<file path="src/rtl/overlay_bitmap_loader.sv">
// Runtime-loadable 22x9-cell overlay bitmap: streamed into a shadow copy,
// swapped into the display copy at frame start, looked up from beam position.
module overlay_bitmap_loader #(
  parameter int          COLS     = 22,
  parameter int          ROWS     = 9,
  parameter int          ORIGIN_X = 30,
  parameter int          ORIGIN_Y = 25,
  parameter logic [7:0]  HEADER   = 8'hA5
) (
  input  logic       clk,
  input  logic       rst,
  input  logic [7:0] in_data,
  input  logic       in_valid,
  output logic       in_ready,
  input  logic       frame_start,
  input  logic [9:0] x,
  input  logic [9:0] y,
  output logic       overlay_active,
  output logic       busy,
  output logic       load_done
);

  localparam int ROW_W = (ROWS > 1) ? $clog2(ROWS) : 1;

  localparam logic [1:0] S_IDLE    = 2'd0;
  localparam logic [1:0] S_LOAD    = 2'd1;
  localparam logic [1:0] S_PENDING = 2'd2;

  logic [1:0]       state;
  logic [ROW_W-1:0] row_idx;
  logic [1:0]       byte_idx;
  logic [23:0]      shadow  [ROWS];
  logic [23:0]      display [ROWS];

  logic accept;
  logic last_byte;
  logic swap;

  assign in_ready  = (state != S_PENDING);
  assign busy      = (state == S_LOAD) || (state == S_PENDING);
  assign accept    = in_valid && in_ready;
  assign last_byte = (row_idx == ROW_W'(ROWS - 1)) && (byte_idx == 2'd2);
  assign swap      = (state == S_PENDING) && frame_start;

  // Row/byte counters replace a flat byte counter so no divide-by-3 is needed.
  always_ff @(posedge clk or posedge rst) begin
    if (rst) begin
      state     <= S_IDLE;
      row_idx   <= '0;
      byte_idx  <= '0;
      load_done <= 1'b0;
    end else begin
      load_done <= 1'b0;
      case (state)
        S_IDLE: begin
          if (accept && (in_data == HEADER)) begin
            state    <= S_LOAD;
            row_idx  <= '0;
            byte_idx <= '0;
          end
        end
        S_LOAD: begin
          if (accept) begin
            if (last_byte) begin
              state <= S_PENDING;
            end else if (byte_idx == 2'd2) begin
              byte_idx <= '0;
              row_idx  <= row_idx + 1'b1;
            end else begin
              byte_idx <= byte_idx + 1'b1;
            end
          end
        end
        S_PENDING: begin
          if (frame_start) begin
            state     <= S_IDLE;
            load_done <= 1'b1;
          end
        end
        default: state <= S_IDLE;
      endcase
    end
  end

  always_ff @(posedge clk or posedge rst) begin
    if (rst) begin
      for (int r = 0; r < ROWS; r++) shadow[r] <= '0;
    end else if ((state == S_LOAD) && accept) begin
      case (byte_idx)
        2'd0:    shadow[row_idx][7:0]   <= in_data;
        2'd1:    shadow[row_idx][15:8]  <= in_data;
        default: shadow[row_idx][23:16] <= in_data;
      endcase
    end
  end

  // Whole-bitmap copy in one edge, so the visible image never mixes loads.
  always_ff @(posedge clk or posedge rst) begin
    if (rst) begin
      for (int r = 0; r < ROWS; r++) display[r] <= '0;
    end else if (swap) begin
      for (int r = 0; r < ROWS; r++) display[r] <= shadow[r];
    end
  end

  logic [6:0] off_x;
  logic [6:0] off_y;
  logic       hit;
  logic       unused_low_bits;

  assign off_x           = x[9:3] - 7'(ORIGIN_X);
  assign off_y           = y[9:3] - 7'(ORIGIN_Y);
  assign unused_low_bits = ^{x[2:0], y[2:0]};

  // Positions before the origin wrap to large offsets and fail the range test.
  always_comb begin
    hit = 1'b0;
    if ((off_x < 7'(COLS)) && (off_y < 7'(ROWS))) begin
      hit = display[off_y[ROW_W-1:0]][off_x[4:0]];
    end
  end

  always_ff @(posedge clk or posedge rst) begin
    if (rst) overlay_active <= 1'b0;
    else     overlay_active <= hit;
  end

endmodule

</file>
<file path="config.mk">
export PLATFORM = sky130hd
export DESIGN_NAME = overlay_bitmap_loader
export DESIGN_NICKNAME = d
export VERILOG_FILES = /design/src/rtl/overlay_bitmap_loader.sv
export SDC_FILE = /design/constraint.sdc
export NUM_CORES = 1
export LEC_CHECK = 0
export BUFFER_PORTS_ARGS = -buffer_cell sky130_fd_sc_hd__buf_2
export CORE_MARGIN = 2
export CORE_UTILIZATION = 60
export DETAILED_ROUTE_END_ITERATION = 8
export PLACE_DENSITY = 0.77
export SKIP_LAST_GASP = 1
export SYNTH_ARGS = -nofsm -noshare
export SYNTH_HDL_FRONTEND = slang
export SYNTH_SLANG_ARGS = --single-unit
</file>
<file path="constraint.sdc">
create_clock -name clk -period 16.4 [get_ports clk]
set_clock_uncertainty 0.05 [all_clocks]
set_input_delay 0.82 -clock clk [delete_from_list [all_inputs] [get_ports clk]]
set_output_delay 0.82 -clock clk [all_outputs]
set_load 0.03 [all_outputs]
</file>
## Yosys cells after proc, flatten, opt, wreduce, memory -nomap -nowiden

Cells that the tools add are included.

| word-level totals | value |
|---|---|
| input bits | 32 |
| flip-flop bits (word level) | 442 |

| cells by class | value |
|---|---|
| add/subtract/negate cells | 4 |
| eq/ne operators | 13 |
| reduce and logical (&&, ||, !) cells | 14 |
| $lt $le $gt $ge | 6 |
| mux-type cells | 33 |
| bitwise logic cells | 2 |

Operators with widths:

| cell | count |
|---|---|
| $bwmux 216 | 3 |
| $pmux 216 s2 | 1 |
| $demux 24 s4 | 3 |
| $bmux 24 s4 | 1 |
| $mux 24 | 3 |
| $mux 16 | 1 |
| $mux 2 | 8 |
| $mux 4 | 4 |
| $sub 7x5->7 const B | 2 |
| $ne 2x2->1 const B | 6 |
| $ge 5x5->1 const B | 2 |
| $not 4->5 | 2 |
| $eq 8x8->1 const B | 1 |
| $mux 8 | 1 |
| $pmux 4 s2 | 1 |
| $reduce_and 4->1 | 2 |
| $logic_and 1x1->1 | 7 |
| $lt 7x4->1 const B | 1 |
| $lt 7x5->1 const B | 1 |
| $lt 5x6->1 const B | 1 |
| $pmux 2 s3 | 1 |
| $bmux 1 s5 | 1 |
| $lt 5x1->1 const B | 1 |
| $reduce_and 5->1 | 1 |
| other kinds (11) | 17 |

## Depth between registers and ports, before layout

| logic depth | value |
|---|---|
| word-level depth | 8 |
| depth in mapped cells | 14 |
| mapped depth without buffers | 10 |

## Worst setup path before layout

No wires, ideal clock.

| timing | value |
|---|---|
| path kind | in2reg |
| from | input port y[3] |
| to | register overlay_active |
| buffers on the path | 3 |
| arrival time | 3.400 ns |
| stages | 11 |
| setup time | 0.120 ns |
| slack | 12.830 ns |
| cell sequence | buf_2 > clkinv_1 > ha_1 > buf_2 > buf_2 > mux4_2 > a2111oi_0 > o32ai_1 > a41oi_1 > o2111ai_1 > o211a_1 |

| on the way | value |
|---|---|
| cells in the longest elaborated chain, start to end | 8 |

Ends and longest elaborated chain:

| what | RTL line | source |
|---|---|---|
| start: declaration | 17 | `input logic [9:0] y,` |
| $sub 7x5->7 (*) | 112 | `assign off_y = y[9:3] - 7'(ORIGIN_Y);` |
| $not 4->5 (not written as such) | 119 | `hit = display[off_y[ROW_W-1:0]][off_x[4:0]];` |
| $bmux 24 s4 | 119 |  |
| $mux 24 (not written as such) (2 in a row) | 119 |  |
| $bmux 1 s5 | 119 |  |
| $mux 1 (not written as such) | 119 |  |
| $mux 1 (*) | 118 | `if ((off_x < 7'(COLS)) && (off_y < 7'(ROWS))) begin` |
| via hit | 108 | `logic hit;` |
| end signal: assignment | 125 | `else overlay_active <= hit;` |
| end: declaration | 18 | `output logic overlay_active,` |

Mark *: on every way through the listed nets, which the timed path passes. The rest lies on a longest branch. The select of a mux whose other input is x is not followed.
A chain may end at the register's enable or synchronous reset.

## Final worst setup path

Same ends and word-level chain as after synthesis.

==> summary.md <==
| Metric | Value |
|---|---|
| Number of rows in the core area | 65 |
| Slew margin rel. | 0.147 |
| Maximum number of pins on one net before global-route repair | 193 |
| Reg2Reg Capture Point | display[164] |
| Post-layout net count | 1392 |
| CTS H-tree lvls | 2 |
| Share of synthesized cell area in full adder, half adder and majority cells | 0.00659 |
| CP Class | input pin to flip-flop |
| Synthesized instance count | 1341 |
| Simple-Gate Fraction of Synth Area | 0.0511 |
| Post-synth top area share | 0.582 |
| Clock Root Buffer | sky130_fd_sc_hd__clkbuf_16 |
| Total met2 wirelength after detailed routing | between 20 and 25 mm |
| Post-CTS setup buffers | 0 |
| Post-synthesis area per instance | 14.2 um2 |
| Highest clock frequency the design can meet | 193 MHz |
| Dominant combinational cell family by area after synthesis | multiplexers |
| TritonCTS Buffers | 46 |
| Mapped Nets | 1383 |
| Total iterations of the first detailed-routing run | 5 |
| Routability congestion estimate | approximately 0.83 |
| Share of post-route cells with drive strength above 1 | 0.426 |
| Count of cells along the worst register-to-register path | 6 |
| CP Capture Type | flip-flop |
| Die height | 182 um |
| Largest area contributor in the synthesized netlist | sky130_fd_sc_hd__dfrtp_1 |
| DRC violation count after routing | 0 |
| Register-to-Register Setup Slack | 12.93 ns |
| Largest fanout on the critical path | 34 |
| Number of vias per cell after detailed routing | 6.23 |
| Antenna violations before repair | 1 |
| Mux contribution to synthesized area | 0.302 |
| Routed met1 length | 18.4 mm |
| Clock Pin Slew Worst Setup and Hold Paths | ~0.060 ns |
| Routed wire length on met3 | 2.29 mm |
| Number of top-level pins | 36 |
| Hold WC Path Type | input pin to asynchronous set/reset pin |
| Total half-perimeter wirelength after legalization and detailed placement | 25.2 mm |
| Biggest area contributors in the synthesized netlist | sky130_fd_sc_hd__dfrtp_1, sky130_fd_sc_hd__mux2_2, sky130_fd_sc_hd__mux4_2, sky130_fd_sc_hd__nand2_1, sky130_fd_sc_hd__mux2i_1 |
| Startpoint of the lowest-slack register-to-register path | state[0] |
| Post-synthesis compound-gate area fraction | 0.0300 |
| Layout Area Growth over Synthesis | 10.2% |
| Number of vias after detailed routing | about 11000 |
| Final setup violation count | 0 |
| Transition time at the pin with the least slew margin | 1.27 ns |
| Number of port buffers | 29 |
| Via count of the first global-routing pass | 11900 |
| Fraction of the yosys area taken by sequential cells | 0.582 |
| Die area | 33100 um2 |
| Area of the core | 31400 um2 |
| Async set-reset flop share out of synthesis | 1.00 |
| Distinct cell type count after synthesis | 60 |
| 1st-iter DRT viols | between 700 and 800 |
| Ys Warns | 0 |
| Number of pins with negative max-slew slack in the final report | 0 |
| Cells resized by post-CTS repair | 0 |
| Leading cell type by number of instances after synthesis | sky130_fd_sc_hd__dfrtp_1 |
| Initial core utilization | 0.605 |
| Hold violation total from the final report | 0 |
| CTS tree | yes |
| Worst-case setup slack after placement | ~11 ns |
| Unrepaired setup endpoints after global routing | no |
| Core occupancy in the finished layout | 0.667 |
| CTS hold repair buffers | 0 |
| Total of fill cells in the finished design | ~2200 |
| Wire per inst | 23.7 um |
| Die X | 182 um |
| P_leak | 10.3 nW |
| Wire length of the first global-routing pass | 68.0 mm |
| Top routing layer in use | met5 |
| Grt ovf | 0 |
| Power per standard cell area | about 150 nW/um2 |
| Period Utilization, post-route | 0.315 |
| Synthesized area | 19000 um2 |
| Share of the synthesized netlist area taken by xor and xnor gates | 0.00645 |
| CTS max path bufs | 3 |
| Number of flops mapped to enable cells by yosys | 0 |
| WP data arrival | 5.55 ns |
| Post-DRT Antenna Nets | 0 |
| Total routing usage reported by global routing | 0.267 |
| Setup_tns | 0 ns |
| Clock Latency Late Sink | 0.55 ns |
| Antenna diode instance count | 0 |
| Worst Setup Start Kind | input pin |
| Routed Wire Length | 42.2 mm |
| Final worst slack | 11.23 ns |
| Result of the run | finished clean |
| Clk sink count | about 440 |
| Min Tclk post-route | 5.17 ns |
| Endpoint required time on the critical path | 16.77 ns |
| Max Cap Violations | 0 |
| Ranking of synthesized cells by instance count | sky130_fd_sc_hd__dfrtp_1, sky130_fd_sc_hd__mux2_2, sky130_fd_sc_hd__nand2_1 |
| Flip-flop and latch count after synthesis | 442 |
| Maximum vdd drop | 0.113 mV |
| Flip-flop cell with the highest count after synthesis | sky130_fd_sc_hd__dfrtp_1 |
## final cells by class
cell class / instances / area, um2 / share of cell area
flip-flops and latches: 442 / 11100 / 0.528
multi-input cells: 802 / 7560 / 0.361
clock inverters: 12 / 120 / 0.00574
repair buffers: 43 / 263 / 0.0126
inverters: 15 / 66.3 / 0.00317
clock buffers: 67 / 1360 / 0.0650
well taps: 402 / 503 / 0.0240
## cell families after synthesis
group | count (synthesis)
compound gates | 86
flops | 442
buf+inv | 97
simple gates | 207
xor+xnor | 11
mux | 488
fa+ha+maj | 10
## routing by layer
metal | vias up | track usage
met5 | - | 0
met4 | 2 | 0.0800
met3 | 90 | 0.0423
met2 | 301 | 0.438
met1 | 5884 | 0.373
li1 | 4831 | -
## cell usage in the layout (no fill, tap or decap), drive strengths merged, types with 3 or more instances in the layout
| cell type | n |
|---|---|
| mux2i | 26 |
| inv | 15 |
| a31oi | 7 |
| dfrtp | 442 |
| nand2b | 3 |
| o21ai | 22 |
| nor3 | 10 |
| nand3 | 33 |
| xor2 | 7 |
| a21oi | 16 |
| nor2b | 6 |
| nand2 | 82 |
| xnor2 | 4 |
| clkbuf | 67 |
| clkinv | 10 |
| and3 | 6 |
| a22oi | 3 |
| mux2 | 437 |
| nor4 | 5 |
| o22ai | 7 |
| nand4 | 7 |
| nor2 | 40 |
| a221oi | 4 |
| nand3b | 6 |
| mux4 | 25 |
| buf | 43 |
| ha | 10 |
| a311oi | 4 |
## critical path, cell delays in order
cell and delay (ns):
sky130_fd_sc_hd__buf_2 0.07, sky130_fd_sc_hd__buf_4 0.53, sky130_fd_sc_hd__clkinv_1 0.51, sky130_fd_sc_hd__ha_2 0.42, sky130_fd_sc_hd__xor2_4 0.13, sky130_fd_sc_hd__buf_4 0.42, sky130_fd_sc_hd__buf_4 0.55, sky130_fd_sc_hd__mux4_2 0.42
sky130_fd_sc_hd__a2111oi_0 0.77, sky130_fd_sc_hd__o32ai_1 0.23, sky130_fd_sc_hd__a41oi_1 0.27, sky130_fd_sc_hd__o2111ai_1 0.14, sky130_fd_sc_hd__o211a_1 0.18
## report_power, final
part	leakage, nW	total, mW	switching (mW)	internal (mW)
clock network	0.739	1.02	0.414	0.605
registers	6.07	1.47	0.130	1.34
logic	3.47	0.615	0.301	0.314
total	10.3	3.11	0.845	2.26
## metrics by stage
step / instance area (um2) / instances / power (mW) / hold WS, ns
2_1_floorplan: 19000 / 1341 / 1.93 / 0.420
3_3_place_gp: 19500 / 1704 / 2.06 / 0.428
3_5_place_dp: 19500 / 1704 / 2.10 / 0.436
4_1_cts: 20900 / 1783 / 3.12 / 0.430
5_1_grt: 20900 / 1783 / 3.25 / 0.455
6_report: 20900 / 1783 / 3.11 / 0.403
## worst max path at each step
stage | startpoint | end | slack [ns]
after global placement | y[3] | overlay_active | 10.74
after detailed placement | y[3] | overlay_active | 10.72
after CTS | y[3] | overlay_active | 11.29
final | y[3] | overlay_active | 11.23
after global routing | y[3] | overlay_active | 10.99
after floorplan | rst | asynchronous set/reset pin | 3.21
No activity file was read; power rests on OpenSTA's default activity.
